File: src/rtl/pwm_capture_pkg.sv
// pwm_capture_pkg: shared FSM encoding, prescaler width and tick decode for the PWM capture block.
package pwm_capture_pkg;
  localparam int PS_W = 15;
  typedef enum logic [1:0] {
    ST_IDLE    = 2'd0,
    ST_WAIT    = 2'd1,
    ST_MEASURE = 2'd2,
    ST_STALL   = 2'd3
  } cap_state_e;
  function automatic logic ps_tick(input logic [PS_W-1:0] ps, input logic [3:0] k);
    logic [PS_W-1:0] mask;
    mask = PS_W'((32'd1 << k) - 32'd1);
    return (ps & mask) == mask;
  endfunction
endpackage

File: src/rtl/pwm_capture_channel.sv
// pwm_capture_channel: one capture lane -- input synchronizer, rising-edge detect,
// measurement FSM with period/high counters and the published capture registers.
module pwm_capture_channel
  import pwm_capture_pkg::*;
#(
  parameter int CNT_W       = 16,
  parameter int SYNC_STAGES = 2
) (
  input  logic             clk,
  input  logic             rst_n,
  input  logic             pwm_i,
  input  logic             en_i,
  input  logic             clr_i,
  input  logic             tick_i,
  output logic [CNT_W-1:0] period_o,
  output logic [CNT_W-1:0] high_o,
  output logic             valid_o,
  output logic             level_o,
  output logic             timeout_o
);
  cap_state_e             state_q;
  logic [SYNC_STAGES-1:0] sync_q;
  logic                   prev_q, valid_q, level_q, timeout_q;
  logic [CNT_W-1:0]       period_q, high_q, cap_period_q, cap_high_q;
  logic                   sync_d, rise_d, ovf_d;
  logic [CNT_W-1:0]       period_d, high_d, reload_d;
  always_comb begin
    sync_d   = sync_q[SYNC_STAGES-1];
    rise_d   = sync_d & ~prev_q;
    ovf_d    = tick_i & (&period_q);
    period_d = tick_i ? period_q + CNT_W'(1) : period_q;
    high_d   = (tick_i && sync_d && !(&high_q)) ? high_q + CNT_W'(1) : high_q;
    reload_d = tick_i ? CNT_W'(1) : '0;
  end
  // The edge cycle itself is the first cycle of the new period, hence the tick-dependent reload.
  always_ff @(posedge clk or negedge rst_n) begin
    if (!rst_n) begin
      state_q      <= ST_IDLE;
      sync_q       <= '0;
      prev_q       <= 1'b0;
      valid_q      <= 1'b0;
      level_q      <= 1'b0;
      timeout_q    <= 1'b0;
      period_q     <= '0;
      high_q       <= '0;
      cap_period_q <= '0;
      cap_high_q   <= '0;
    end else begin
      sync_q  <= {sync_q[SYNC_STAGES-2:0], pwm_i};
      prev_q  <= sync_d;
      valid_q <= 1'b0;
      if (clr_i) timeout_q <= 1'b0;
      if (!en_i) begin
        state_q   <= ST_IDLE;
        period_q  <= '0;
        high_q    <= '0;
        timeout_q <= 1'b0;
      end else begin
        case (state_q)
          ST_IDLE: state_q <= ST_WAIT;
          ST_WAIT, ST_MEASURE: begin
            if (rise_d) begin
              if (state_q == ST_MEASURE) begin
                cap_period_q <= period_q;
                cap_high_q   <= high_q;
                valid_q      <= 1'b1;
              end
              state_q  <= ST_MEASURE;
              period_q <= reload_d;
              high_q   <= reload_d;
            end else if (ovf_d) begin
              cap_period_q <= '1;
              cap_high_q   <= sync_d ? '1 : '0;
              level_q      <= sync_d;
              timeout_q    <= 1'b1;
              valid_q      <= 1'b1;
              state_q      <= ST_STALL;
            end else begin
              period_q <= period_d;
              if (state_q == ST_MEASURE) high_q <= high_d;
            end
          end
          ST_STALL: if (rise_d) begin
            state_q  <= ST_MEASURE;
            period_q <= reload_d;
            high_q   <= reload_d;
          end
        endcase
      end
    end
  end
  assign period_o  = cap_period_q;
  assign high_o    = cap_high_q;
  assign valid_o   = valid_q;
  assign level_o   = level_q;
  assign timeout_o = timeout_q;
endmodule

File: src/rtl/pwm_capture.sv
// pwm_capture: shared free-running prescaler feeding NUM_CH independent PWM capture channels.
module pwm_capture
  import pwm_capture_pkg::*;
#(
  parameter int NUM_CH      = 4,
  parameter int CNT_W       = 16,
  parameter int SYNC_STAGES = 2
) (
  input  logic                    clk,
  input  logic                    rst_n,
  input  logic [NUM_CH-1:0]       pwm_in,
  input  logic [7:0]              reg_cap_en,
  input  logic [7:0]              reg_cap_clr,
  input  logic [7:0]              reg_cap_prescale,
  output logic [NUM_CH*CNT_W-1:0] cap_period,
  output logic [NUM_CH*CNT_W-1:0] cap_high,
  output logic [NUM_CH-1:0]       cap_valid,
  output logic [NUM_CH-1:0]       cap_level,
  output logic [NUM_CH-1:0]       cap_timeout
);
  logic [PS_W-1:0] ps_q;
  logic            tick;
  logic            unused_ps_hi;
  always_ff @(posedge clk or negedge rst_n) begin
    if (!rst_n) ps_q <= '0;
    else ps_q <= ps_q + PS_W'(1);
  end
  assign tick         = ps_tick(ps_q, reg_cap_prescale[3:0]);
  assign unused_ps_hi = ^reg_cap_prescale[7:4];
  if (NUM_CH < 8) begin : g_unused
    logic unused_ch;
    assign unused_ch = ^{reg_cap_en[7:NUM_CH], reg_cap_clr[7:NUM_CH]};
  end
  for (genvar c = 0; c < NUM_CH; c++) begin : g_ch
    pwm_capture_channel #(
      .CNT_W       (CNT_W),
      .SYNC_STAGES (SYNC_STAGES)
    ) u_ch (
      .clk       (clk),
      .rst_n     (rst_n),
      .pwm_i     (pwm_in[c]),
      .en_i      (reg_cap_en[c]),
      .clr_i     (reg_cap_clr[c]),
      .tick_i    (tick),
      .period_o  (cap_period[c*CNT_W +: CNT_W]),
      .high_o    (cap_high[c*CNT_W +: CNT_W]),
      .valid_o   (cap_valid[c]),
      .level_o   (cap_level[c]),
      .timeout_o (cap_timeout[c])
    );
  end
endmodule

File: config.mk
export PLATFORM = sky130hd
export DESIGN_NAME = pwm_capture
export DESIGN_NICKNAME = d
export VERILOG_FILES = /design/src/rtl/pwm_capture_pkg.sv /design/src/rtl/pwm_capture_channel.sv /design/src/rtl/pwm_capture.sv
export SDC_FILE = /design/constraint.sdc
export NUM_CORES = 1
export LEC_CHECK = 0
export BUFFER_PORTS_ARGS = -buffer_cell sky130_fd_sc_hd__buf_2
export CAP_MARGIN = 40
export CELL_PAD_IN_SITES_DETAIL_PLACEMENT = 0
export CELL_PAD_IN_SITES_GLOBAL_PLACEMENT = 1
export CORE_MARGIN = 2
export CORE_UTILIZATION = 50
export DETAILED_ROUTE_END_ITERATION = 10
export MAX_ROUTING_LAYER = met4
export PLACE_DENSITY = 0.85
export SLEW_MARGIN = 20
export SYNTH_ARGS = -nofsm -noshare
export SYNTH_HDL_FRONTEND = slang
export SYNTH_HIERARCHICAL = 1
export SYNTH_SLANG_ARGS = --single-unit
File: constraint.sdc
create_clock -name clk -period 9.61 [get_ports clk]
set_input_delay 1.4415 -clock clk [delete_from_list [all_inputs] [get_ports clk]]
set_output_delay 1.4415 -clock clk [all_outputs]
set_load 0.02 [all_outputs]
# ---- Word level (Yosys, flattened, before mapping)
# Index checks and enable logic that the tools add are counted.
dict set report op_classes {
  add_sub_neg 10
  eq_ne 45
  n_shift 1
  mux 137
  n_bitwise 17
  reduce_logical 52
}
# cell count
set op_table {}
lappend op_table {{16-bit two-way mux} 68}
lappend op_table {{16-bit one-hot mux with 2 select lines} 8}
lappend op_table {{16-bit by 1-bit adder with 16-bit output, second input constant} 8}
lappend op_table {{16-bit AND reduction} 8}
lappend op_table {{4-bit by 2-bit != test with 1-bit output, second input constant} 14}
lappend op_table {{4-bit AND reduction} 12}
lappend op_table {{1-bit two-way mux} 41}
lappend op_table {{2-bit two-way mux} 16}
lappend op_table {{4-bit by 3-bit != test with 1-bit output, second input constant} 6}
lappend op_table {{2-bit one-hot mux with 3 select lines} 4}
lappend op_table {{5-bit AND reduction} 4}
lappend op_table {{2-bit equality test, second input constant} 8}
lappend op_table {{15-bit by 1-bit adder with 15-bit output, second input constant} 1}
lappend op_table {{15-bit AND} 1}
lappend op_table {{15-bit equality test} 1}
lappend op_table {{1-bit by 4-bit left shift with 15-bit output, first input constant} 1}
lappend op_table {{15-bit by 1-bit subtractor with 15-bit output, second input constant} 1}
lappend op_table {{3-bit by 1-bit != test with 1-bit output, second input constant} 4}
lappend op_table {{3-bit by 2-bit != test with 1-bit output, second input constant} 4}
lappend op_table {{1-bit AND} 8}
lappend op_table {{2-bit by 1-bit equality test with 1-bit output, second input constant} 4}
lappend op_table {{1-bit logical AND} 8}
lappend op_table {{2-bit zero test} 4}
lappend op_table {{2-bit != test, second input constant} 4}
lappend op_table {{5 further kinds} 24}
dict set report totals {
  reg_bits 303
  inputBits 30
  output_inout_bits 140
  wordCells 303
}

# ---- Depth between registers and ports, before layout
# Gate-level depths: netlist (run 1).
dict set report depth {
  ltp_word 12
  depth_mapped 16
  mapped_depth_nobuf 12
}

# ---- Hierarchy
# Netlist (run 1), hierarchy kept.
# module n_inst cells_each area_per_inst_um2 seq_area_each_um2
set by_module_without_submodules {}
lappend by_module_without_submodules {{pwm_capture_channel at g_ch[3].u_ch} 1 377 3692.3 1801.7}
lappend by_module_without_submodules {{pwm_capture_channel at g_ch[2].u_ch} 1 367 3686.0 1801.7}
lappend by_module_without_submodules {{pwm_capture_channel at g_ch[1].u_ch} 1 396 3658.5 1801.7}
lappend by_module_without_submodules {{pwm_capture_channel at g_ch[0].u_ch} 1 366 3654.8 1801.7}
lappend by_module_without_submodules {pwm_capture 1 96 940.9 375.4}

# ---- Least setup slack after synthesis (run 1)
# Ideal clock, no wire load.
dict set report synth_path {
  path_type {input-to-reg}
  from {in reg_cap_prescale[2]}
  to {reg g_ch[1].u_ch.high_q[13]}
  setup_ns 0.104
  t_arrival_ns 5.178
  required_ns 9.506
  setup_slack_ns 4.328
  cell_stages 16
  path_buffers 4
  path_cell_list {clkbuf_1 -> nor2_1 -> nand3b_1 -> ha_1 -> clkbuf_1 -> nor3_1 -> a21oi_1 -> o2111ai_1 -> nor4_2 -> nand3b_1 -> or3_4 -> or3b_1 -> buf_2 -> or2_1 -> buf_6 -> o41ai_2}
}
dict set report synth_via {
  elab_chain_cells 8
  elab_cells_between_ends 10
  cone_classes {add/sub (1); eq/ne (3); shift (1); bitwise (2); reduce/logical (3)}
}
# element line_no
set synth_rtl {}
lappend synth_rtl {{start: declaration} pwm_capture.sv:14} ;# input logic [7:0] reg_cap_prescale,
lappend synth_rtl {{1-bit by 4-bit left shift with 15-bit output (*)} pwm_capture_pkg.sv:12} ;# mask = PS_W'((32'd1 << k) - 32'd1);
lappend synth_rtl {{15-bit by 1-bit subtractor with 15-bit output (*)} pwm_capture_pkg.sv:12}
lappend synth_rtl {{15-bit AND} pwm_capture_pkg.sv:13} ;# return (ps & mask) == mask;
lappend synth_rtl {{15-bit equality test (*)} pwm_capture_pkg.sv:13}
lappend synth_rtl {{net tick} pwm_capture.sv:22} ;# logic tick;
lappend synth_rtl {{1-bit logical AND (2 in a row)} pwm_capture_channel.sv:32} ;# high_d = (tick_i && sync_d && !(&high_q)) ? high_q + CNT_W'(1) : high_q;
lappend synth_rtl {{4-bit by 2-bit != test with 1-bit output (no line)} n/a}
lappend synth_rtl {{5-bit AND reduction (no line) (*)} n/a}
lappend synth_rtl {{end signal: assignment} pwm_capture_channel.sv:70} ;# high_q <= reload_d;
lappend synth_rtl {{end signal: assignment} pwm_capture_channel.sv:80} ;# if (state_q == ST_MEASURE) high_q <= high_d;
lappend synth_rtl {{end signal: assignment} pwm_capture_channel.sv:86} ;# high_q <= reload_d;
lappend synth_rtl {{end: declaration} pwm_capture_channel.sv:24} ;# logic [CNT_W-1:0] period_q, high_q, cap_period_q, cap_high_q;
# The timed path passes the listed nets; every way through them passes the cells marked *.
# A chain may end at the register's enable or synchronous reset.

# ---- Worst setup path after layout (run 1)
dict set report layout_path {
  from {in reg_cap_prescale[1]}
  to {reg g_ch[1].u_ch.high_q[13]}
}
# Same word-level chain as after synthesis.

==> results of run 1 <==
## power by group through the flow
stage	Combinational (mW)	Sequential, mW	Clock [mW]
after CTS	1.24	1.68	1.28
final	1.23	1.68	1.25
after detailed placement	1.23	1.70	0
after floorplan	0.576	1.93	0
after global routing	1.35	1.72	1.34
after global placement	1.19	1.69	0
## layout by cell type (no fill, tap or decap), types with 6 or more instances in the layout
master and n:
a21boi_0 6, a21oi_1 37, a31oi_1 45, and2_1 7
and3_1 18, and4_1 6, buf_2 156, buf_4 9
clkbuf_1 11, clkbuf_16 37, dfrtp_1 303, ha_1 26
inv_1 98, mux2i_1 73, nand2_1 121, nand2b_1 14
nand3_1 65, nand4_1 40, nor2_1 116, nor2b_1 7
nor3_1 25, nor4_1 11, o211ai_1 8, o21ai_0 173
o21ai_1 21, o22a_1 53, o22ai_1 6, o31ai_1 52
o31ai_2 8, o41ai_1 8, or3_1 15, xnor2_1 9
## cells in the mapped netlist (6+ instances only)
library cell and count:
buf_4 7, nand3_1 65, and2_1 7, buf_2 25
xnor2_1 9, nor2_1 116, o21ai_0 173, o211ai_1 8
or3_1 15, nor4_1 11, o31ai_2 8, inv_1 98
nor2b_1 7, nor3_1 25, and4_1 6, nand4_1 40
dfrtp_1 303, o41ai_1 8, o31ai_1 52, o22ai_1 6
nand2_1 121, o21ai_1 21, a21oi_1 37, nand2b_1 14
o22a_1 53, a21boi_0 6, mux2i_1 73, a31oi_1 45
buf_6 12, ha_1 26, and3_1 18, clkbuf_1 52
## final cells by class
class / instances / share of cell area, %
Clock inverter: 6 / 0.204
Multi-Input combinational cell: 1100 / 40.4
Clock buffer: 53 / 5.83
Tap cell: 396 / 2.79
Inverter: 100 / 2.11
Sequential cell: 303 / 42.7
Timing Repair Buffer: 176 / 5.99
## routing by layer
layer	wire [µm]	GRT usage, %	vias to the layer above
met3	1820	3.10	49
li1	-	-	6081
met4	594	5.39	0
met1	17300	33.0	6206
met5	0	-	-
met2	17000	34.8	322
## sequential cells by signal (all words and copies together) (netlist names)
register,count
g_ch.u_ch/period_o,64
g_ch.u_ch/valid_o,4
g_ch.u_ch/high_o,64
g_ch.u_ch/high_q,64
g_ch.u_ch/state_q,8
g_ch.u_ch/period_q,64
g_ch.u_ch/level_o,4
g_ch.u_ch/prev_q,4
g_ch.u_ch/timeout_o,4
ps_q,15
g_ch.u_ch/sync_q,8
## per-stage QoR
step,instances,hold slack [ns],setup WS (ns),power [mW]
2_1_floorplan,1602,0.331,4.33,2.51
3_3_place_gp,2062,0.332,4.28,2.88
3_5_place_dp,2070,0.338,4.38,2.93
4_1_cts,2129,0.351,4.87,4.20
5_1_grt,2134,0.352,4.55,4.41
6_report,2134,0.347,4.81,4.16
## path summary, 6_finish.rpt
check,cells after the start,start,slack [ns],end
worst max-delay path,14,reg_cap_prescale[1],4.81,g_ch[1].u_ch/high_q[13]$_DFFE_PN0P_
worst min-delay path,0,g_ch[3].u_ch/sync_q[0]$_DFF_PN0_,0.35,g_ch[3].u_ch/sync_q[1]$_DFF_PN0_
worst max register to register,10,ps_q[3]$_DFF_PN0_,6.03,g_ch[1].u_ch/high_q[13]$_DFFE_PN0P_
worst min register to register,0,g_ch[3].u_ch/sync_q[0]$_DFF_PN0_,0.35,g_ch[3].u_ch/sync_q[1]$_DFF_PN0_
max in group asynchronous,3,rst_n,7.43,g_ch[3].u_ch/high_q[0]$_DFFE_PN0P_
min in group asynchronous,1,rst_n,1.00,g_ch[2].u_ch/period_o[7]$_DFFE_PN0P_
## kinds of logic after synthesis
logic type / Yosys count / share of synthesized area [%]
xor+xnor: 14 / 0.784
mux: 77 / 4.96
flops: 303 / 48.5
simple gates: 495 / 16.6
buf+inv: 199 / 5.79
fa+ha+maj: 26 / 2.08
compound gates: 488 / 21.3
==> impl_metrics.json, run 1 <==
{
  "place_congestion": 0.840,
  "netlist_area_um2": 15600,
  "fill_cells": 2710,
  "cts_max_path_buffers": 3,
  "die_area_um2": 32700,
  "synth_edf_count": 0,
  "path_buf_inv": 2,
  "power.density_nw_per_um2": 234,
  "drt_iter0_drc": 1068,
  "cp-start-kind": "input port",
  "dpl.hpwl_um": 24400,
  "tritoncts": "yes",
  "cts_sinks": 303,
  "vias": 12700,
  "hold_violations": 0,
  "synth_top_area_cell": "dfrtp_1",
  "worst_pin_slew_ns": 0.862,
  "worstPathCellList": "buf_2, nor2_1, nand2_1, ha_1, nor3b_1, o21ai_0, o311ai_1, nor4_4, buf_4, nand3b_1, or3_4, or3b_1, or2_1, o41ai_2",
  "grt_usage_pct": 23.0,
  "tns_ns": 0,
  "crit_required_ns": 10.00,
  "grt_pass1_vias": 12000,
  "cts_buffers": 36,
  "syn_nets": 1658,
  "wl_per_cell_um": 17.2,
  "hold_class": "register to register",
  "clk_latency_ns": 0.50,
  "maxCapViolCount": 0,
  "async_flop_share_pct": 100,
  "p_comb_share_pct": 29.6,
  "diodes": 0,
  "multi_input_area_um2": 7180,
  "cts-resized-gates": 0,
  "hold_buffers": 0,
  "final_cell_area_um2": 17800,
  "slowest_stage": "or3b_1",
  "yosysUniqueCellTypes": 101,
  "placementRows": 64,
  "core-area_um2": 30700,
  "io_buffer_count": 157,
  "ys_ff_latch": 303,
  "avgSynthCellArea_um2": 9.76,
  "dr.pass1.iters": 5,
  "dieWidth_um": 181,
  "slew_headroom_pct": 42.3,
  "crit_arrival_ns": 5.19,
  "grt_pass1_wl_um": 62000,
  "leakagePower_nw": 7.75,
  "cts_setup_buffers": 0,
  "via_per_inst": 5.93,
  "final-setup-viol-count": 0,
  "outcome": "finished clean",
  "dieHeight_um": 181,
  "rsz0062_at_grt": "no",
  "worst-setup-path-type": "input port to register",
  "fmax_ghz": 0.208,
  "start_util_pct": 51.0,
  "clk_pin_slew_worst_paths_ns": 0.05,
  "max_stage_delay_ns": 0.52,
  "drc": 0,
  "seq_power_share_pct": 40.4,
  "period_needed_ns": 4.80,
  "io_pins": 170,
  "cp-end-kind": "register",
  "cts_max_level": 2,
  "postLayoutCoreUtil_pct": 57.9,
  "nets": 1773,
  "area_growth_pct": 13.7,
  "slew_violations": 0,
  "yosys.area.top_type_share_pct": 48.5,
  "cts_root_buffer": "clkbuf_16",
  "fin_crit_sh_pct": 49.9,
  "path_delay_family": "simple AND/OR/NAND/NOR gates",
  "seq_area_frac_synth_pct": 48.5,
  "postRouteAntennaNets": 0,
  "netlist_top_cells_area": "dfrtp_1 (49%), o21ai_0 (5.5%), mux2i_1 (4.7%)",
  "wl_um": 36700,
  "syn_inst": 1602,
  "globalRouteOverflowTotal": 0,
  "clkPwrFrac_pct": 30.0,
  "cp_max_fo": 18,
  "irDropWorstVdd_v": 0.000125,
  "p_sw_share_pct": 34.8,
  "yosys_warnings": 6,
  "power.switching_mw": 1.45,
  "ys.flop_type": "dfrtp_1",
  "drive_gt1_share_pct": 16.9,
  "grt_max_degree": 111,
  "place_area_um2": 16600,
  "regArea_um2": 7580,
  "intPower_mw": 2.71,
  "antenna_found_initial": 0,
  "fin_skew_ns": 0.0127
}
Power figures use the tool's default switching activity.
==> run 2: changes to the inputs <==
- ABC_AREA: not set -> 1
- CORE_UTILIZATION: 50 -> 45
- PLACE_DENSITY: 0.85 -> 0.8
- clock period: 9.61 -> 4.86 ns (I/O delays scaled with it)
==> impl_metrics.json, run 2 <==
{
  "wl_per_cell_um": 14.9,
  "dpl.hpwl_um": 30000,
  "cts_setup_buffers": 0,
  "hold_buffers": 0,
  "io_pins": 170,
  "core-area_um2": 38800,
  "synth_simple_gate_area_share_pct": 30.7,
  "crit_required_ns": 5.26,
  "drive_gt1_share_pct": 19.2,
  "worstRegToRegCells": 16,
  "wl_um": 44100,
  "outcome": "finished clean",
  "yosys.area.top_type_share_pct": 42.7,
  "cts-resized-gates": 0,
  "postRouteAntennaNets": 0,
  "synth_top_family_by_area": "simple AND/OR/NAND/NOR gates",
  "final_common_cell": "nand2_1",
  "io_buffer_count": 157,
  "dr.pass1.iters": 5,
  "globalRouteOverflowTotal": 0,
  "dieHeight_um": 203,
  "area_growth_pct": 12.1,
  "vias": 15300,
  "yosysUniqueCellTypes": 46,
  "cp_max_fo": 49,
  "slew_violations": 0,
  "fin_total_pwr_mw": 9.80,
  "ys.flop_type": "dfrtp_1",
  "regArea_um2": 7580,
  "cts_max_level": 2,
  "worstReg2RegEnd": "g_ch[2].u_ch/period_o[10]$_DFFE_PN0P_",
  "tns_ns": 0,
  "synth_common_cells": "nand2_1 (583), dfrtp_1 (303), nor2_1 (254), inv_1 (210), o21ai_0 (151)",
  "grt_usage_pct": 22.5,
  "yosys_warnings": 6,
  "power.switching_mw": 4.00,
  "synth.most_common_cell": "nand2_1",
  "start_util_pct": 45.8,
  "preCtsSetupSlack_ns": 0.745,
  "period_needed_ns": 3.58,
  "slew_headroom_pct": 44.1,
  "cp-start-kind": "input port",
  "multi_input_area_um2": 8670,
  "synth-xor-area-share_pct": 1.03,
  "placementRows": 72,
  "worst-setup-path-type": "input port to register",
  "nets": 2485,
  "syn_nets": 2359,
  "via_per_inst": 5.15,
  "intPower_mw": 5.81,
  "tritoncts": "yes",
  "power.density_nw_per_um2": 492,
  "dieWidth_um": 203,
  "async_flop_share_pct": 100,
  "muxShareOfSynthArea_pct": 0,
  "fin_ws_ns": 1.28,
  "p_comb_share_pct": 36.2,
  "cts_sinks": 303,
  "die_area_um2": 41100,
  "cts_root_buffer": "clkbuf_16",
  "drt_iter0_drc": 998,
  "clk_latency_ns": 0.54,
  "place_congestion": 0.873,
  "maxCapViolCount": 0,
  "clk_pin_slew_worst_paths_ns": 0.06,
  "crit_arrival_ns": 3.98,
  "netlist_top_cells_area": "dfrtp_1 (43%), nand2_1 (12%), nor2_1 (5.4%)",
  "layout_common_cells": "nand2_1 (582), dfrtp_1 (303), nor2_1 (254), inv_1 (210), buf_2 (156)",
  "cts_max_path_buffers": 3,
  "fin_crit_sh_pct": 73.7,
  "seq_area_frac_synth_pct": 42.7,
  "grt_max_degree": 105,
  "leakagePower_nw": 9.76,
  "final-setup-viol-count": 0,
  "p_sw_share_pct": 40.8,
  "cp-end-kind": "register",
  "irDropWorstVdd_v": 0.000361,
  "drc": 0,
  "cts_buffers": 37,
  "grt_pass1_vias": 14700,
  "netlist_area_um2": 17800,
  "final_cell_area_um2": 19900,
  "hold_violations": 0,
  "r2r_slack_ns": 1.68,
  "avgSynthCellArea_um2": 7.72,
  "place_area_um2": 18700,
  "fin_skew_ns": 0.0102,
  "worst_r2r_startpoint": "ps_q[7]$_DFF_PN0_",
  "worst_pin_slew_ns": 0.838,
  "synthAdderAreaFrac_pct": 1.83,
  "fmax_ghz": 0.279,
  "diodes": 0,
  "synth_edf_count": 0,
  "antenna_found_initial": 0,
  "syn_inst": 2303,
  "fill_cells": 3863,
  "hold_class": "input port to asynchronous set/reset pin",
  "seq_power_share_pct": 35.7,
  "rsz0062_at_grt": "no",
  "clkPwrFrac_pct": 28.1,
  "ys_ff_latch": 303,
  "synth_compound_area_share_pct": 15.1,
  "synth_top_area_cell": "dfrtp_1",
  "grt_pass1_wl_um": 74800
}
-- run 2: worst max-delay path by stage --
| stage | start | endpoint | slack (ns) | cells after the start |
|---|---|---|---|---|
| 2_1_floorplan | reg_cap_prescale[3] | g_ch[3].u_ch/high_q[0]$_DFFE_PN0P_ | 1.65 | 22 |
| 3_3_place_gp | reg_cap_prescale[3] | g_ch[2].u_ch/period_o[9]$_DFFE_PN0P_ | 0.81 | 20 |
| 3_5_place_dp | reg_cap_prescale[3] | g_ch[2].u_ch/period_o[13]$_DFFE_PN0P_ | 0.75 | 20 |
| 4_1_cts | reg_cap_prescale[3] | g_ch[2].u_ch/period_o[13]$_DFFE_PN0P_ | 1.32 | 20 |
| 5_1_grt | reg_cap_prescale[3] | g_ch[2].u_ch/period_o[15]$_DFFE_PN0P_ | 1.0 | 20 |
| 6_report | reg_cap_prescale[3] | g_ch[2].u_ch/period_o[10]$_DFFE_PN0P_ | 1.28 | 20 |
-- run 2: power groups by stage --
stage / Combinational (mW) / Sequential [mW] / Clock [mW]
floorplan: 2.09 / 4.07 / 0
finish: 3.55 / 3.50 / 2.75
detailed placement: 3.58 / 3.54 / 0
global route: 3.93 / 3.58 / 2.92
CTS: 3.60 / 3.51 / 2.84
global placement: 3.54 / 3.52 / 0
-- run 2: final cells by class --
cell class | count | share of cell area (%)
multi-input cells | 1674 | 43.5
well taps | 518 | 3.25
clock buffers | 50 | 5.29
clock inverters | 12 | 0.709
repair buffers | 167 | 4.50
inverters | 246 | 4.71
flip-flops and latches | 303 | 38.0
-- run 2: through the flow --
stage	cells	hold slack (ns)	util, %
after detailed placement	2908	0.335	48.2
after CTS	2970	0.261	51.3
final	2970	0.225	51.3
after global routing	2970	0.274	51.3
after floorplan	2303	0.331	-
after global placement	2907	0.334	48.2
-- run 2: worst max-delay path, stage by stage --
cell     delay, ns
buf_2         0.17
nor2_4        0.20
nand2_1       0.10
ha_1          0.29
inv_1         0.03
nand2_1       0.05
nand2_1       0.04
nor3_1        0.16
nand2_1       0.08
nor2_1        0.11
nand2_1       0.07
nor2_2        0.47
inv_1         0.18
nor2_1        0.14
nand3_1       0.16
o21ai_1       0.19
nand2_2       0.25
buf_4         0.36
nand2_1       0.10
o21ai_0       0.07
-- run 2: logic make-up after synthesis --
group | after synthesis
AOI/OAI and AO/OA | 430
xor gates and xnor gates | 21
adders and majority gates | 26
buffers and inverters | 326
DFF | 303
and+or+nand+nor | 1197
-- run 2: layer usage --
layer  track usage, %  up-vias  wire length [µm]
met5                -        -                 0
met1             30.0     7216             20900
li1                 -     7737                 -
met3             3.23       60              1820
met2             36.2      290             20500
met4             5.79        0               874
==> run 3: changes to the inputs <==
- ABC_AREA: 1 -> 0
- CORE_UTILIZATION: 45 -> 46
- PLACE_DENSITY: 0.8 -> 0.79
- clock period: 4.86 -> 3.5 ns (I/O delays scaled with it)
==> impl_metrics.json, run 3 (synthesis gave the netlist of run 1 again) <==
{
  "outcome": "finished clean",
  "start_util_pct": 46.6,
  "dr.pass1.iters": 5,
  "drc": 0,
  "crit_arrival_ns": 3.47,
  "worst-setup-path-type": "input port to register",
  "drt_iter0_drc": 918,
  "crit_required_ns": 3.92,
  "postRouteAntennaNets": 0,
  "dieWidth_um": 188,
  "io_pins": 170,
  "leakagePower_nw": 8.02,
  "intPower_mw": 7.92,
  "use_met3_pct": 2.79,
  "use_met2_pct": 33.0,
  "grt_usage_pct": 21.8,
  "grt_pass1_vias": 12200,
  "layout_common_cells": "dfrtp_1 (303), o21ai_0 (170), buf_2 (157), nand2_1 (121), nor2_1 (115)",
  "final_common_cell": "dfrtp_1",
  "postLayoutCoreUtil_pct": 54.6,
  "hold_violations": 0,
  "fin_skew_ns": 0.0195,
  "diodes": 0,
  "cp-start-kind": "input port",
  "hold_class": "input port to register",
  "cp-end-kind": "register",
  "place_area_um2": 17100,
  "tritoncts": "yes",
  "final_cell_area_um2": 18300,
  "via_per_inst": 5.72,
  "final-setup-viol-count": 0,
  "power.switching_mw": 4.11,
  "grt_max_degree": 106,
  "drive_gt1_share_pct": 19.3,
  "seq_power_share_pct": 38.5,
  "vias": 12800,
  "placementRows": 67,
  "wl_um": 37400,
  "cts_max_path_buffers": 3,
  "place_congestion": 0.846,
  "cts_sinks": 303,
  "die_area_um2": 35500,
  "grt_pass1_wl_um": 63000,
  "dieHeight_um": 188,
  "power.density_nw_per_um2": 657,
  "clk_latency_ns": 0.53,
  "wl_per_cell_um": 16.8,
  "globalRouteOverflowTotal": 0,
  "busiest_layer": "met2",
  "core-area_um2": 33500,
  "cts_root_buffer": "clkbuf_16",
  "dpl.hpwl_um": 25500,
  "io_buffer_count": 157,
  "worst_r2r_startpoint": "ps_q[3]$_DFF_PN0_",
  "rsz0062_at_grt": "no",
  "irDropWorstVdd_v": 0.000439,
  "cts_buffers": 37,
  "slew_violations": 0,
  "fin_crit_sh_pct": 87.2,
  "maxCapViolCount": 0,
  "dp.cells": 2167,
  "min_path_cells": 1,
  "p_comb_share_pct": 29.0,
  "gr-usage-met1_pct": 31.2,
  "period_needed_ns": 3.05,
  "clk_pin_slew_worst_paths_ns": 0.06,
  "cp_max_fo": 8,
  "instances_no_fill": 2234,
  "cts_max_level": 2,
  "worst_pin_slew_ns": 0.794,
  "worstRegToRegCells": 9,
  "hp-start": "pwm_in[3]",
  "slew_headroom_pct": 46.6,
  "area_growth_pct": 17.1,
  "nets": 1815,
  "fmax_ghz": 0.328,
  "startpoint": "reg_cap_prescale[1]",
  "clkPwrFrac_pct": 32.5,
  "p_sw_share_pct": 34.1,
  "antenna_found_initial": 0,
  "tns_ns": 0
}
-- run 3: cell types whose count changed in the layout (fill, tap and decap cells not counted), sizes merged, moves of 15 or more --
cell	delta
o22a	+53
inv	-144
nand2b	+15
or3	+17
nand3	-101
mux2i	+73
nand2	-523
o21ai	-119
o31ai	+60
a31oi	+44
nor2	-173
buf	+49
and3	+19
o21bai	-67
-- run 3: layout make-up --
| type | instances | area, µm² |
|---|---|---|
| Fill cell | 3082 | 15200 |
| Sequential cell | 303 | 7580 |
| Multi-Input combinational cell | 1100 | 7210 |
| Timing Repair Buffer | 217 | 1330 |
| Clock buffer | 54 | 1050 |
| Tap cell | 448 | 561 |
| Inverter | 100 | 375 |
| Clock inverter | 12 | 193 |
-- run 3: worst max-delay path: stages --
cell and delay (ns):
buf_2 0.12, nor2_4 0.11, nand3b_1 0.09, ha_2 0.24, nor2b_1 0.14, o21ai_1 0.10, o2111ai_2 0.16, nor4_4 0.41
nand3b_1 0.15, or3_4 0.39, or3b_1 0.36, or2_1 0.39, o31ai_1 0.28
-- run 3: metrics by stage --
| step | worst slack [ns] | hold slack (ns) | power (mW) |
|---|---|---|---|
| 2_1_floorplan | -0.482 | 0.229 | 6.91 |
| 3_3_place_gp | -0.00436 | 0.334 | 8.11 |
| 3_5_place_dp | -0.0592 | 0.339 | 8.19 |
| 4_1_cts | 0.470 | 0.0726 | 12.2 |
| 5_1_grt | 0.261 | 0.0799 | 12.7 |
| 6_report | 0.447 | 0.0985 | 12.0 |
-- run 3: timing repair --
action / CTS / global route
hold buffers: 1 / 0
resized for setup: 0 / 0
hold endpoints to repair: 46 / 0
buffers inserted: 0 / 0
-- run 3: worst paths after layout --
path / end / slack, ns
setup / recovery: g_ch[1].u_ch/high_q[11]$_DFFE_PN0P_ / 0.45
min in group asynchronous: g_ch[2].u_ch/period_o[10]$_DFFE_PN0P_ / 0.50
max in group asynchronous: g_ch[3].u_ch/state_q[1]$_DFFE_PN0P_ / 2.06
hold / removal: g_ch[3].u_ch/sync_q[0]$_DFF_PN0_ / 0.1
hold reg to reg: g_ch[3].u_ch/sync_q[1]$_DFF_PN0_ / 0.35
setup reg to reg: g_ch[1].u_ch/high_q[11]$_DFFE_PN0P_ / 0.48
-- run 3: power groups by stage --
stage | registers, mW | logic, mW | clock network (mW)
after floorplan | 5.31 | 1.60 | 0
after global placement | 4.68 | 3.43 | 0
after detailed placement | 4.69 | 3.50 | 0
after CTS | 4.63 | 3.52 | 4.03
after global routing | 4.72 | 3.81 | 4.17
final | 4.63 | 3.49 | 3.91
-- run 3: per-layer routing --
metal,wire length [µm],vias up
met3,1570,45
met5,0,-
li1,-,6189
met1,18300,6281
met4,599,0
met2,17000,273
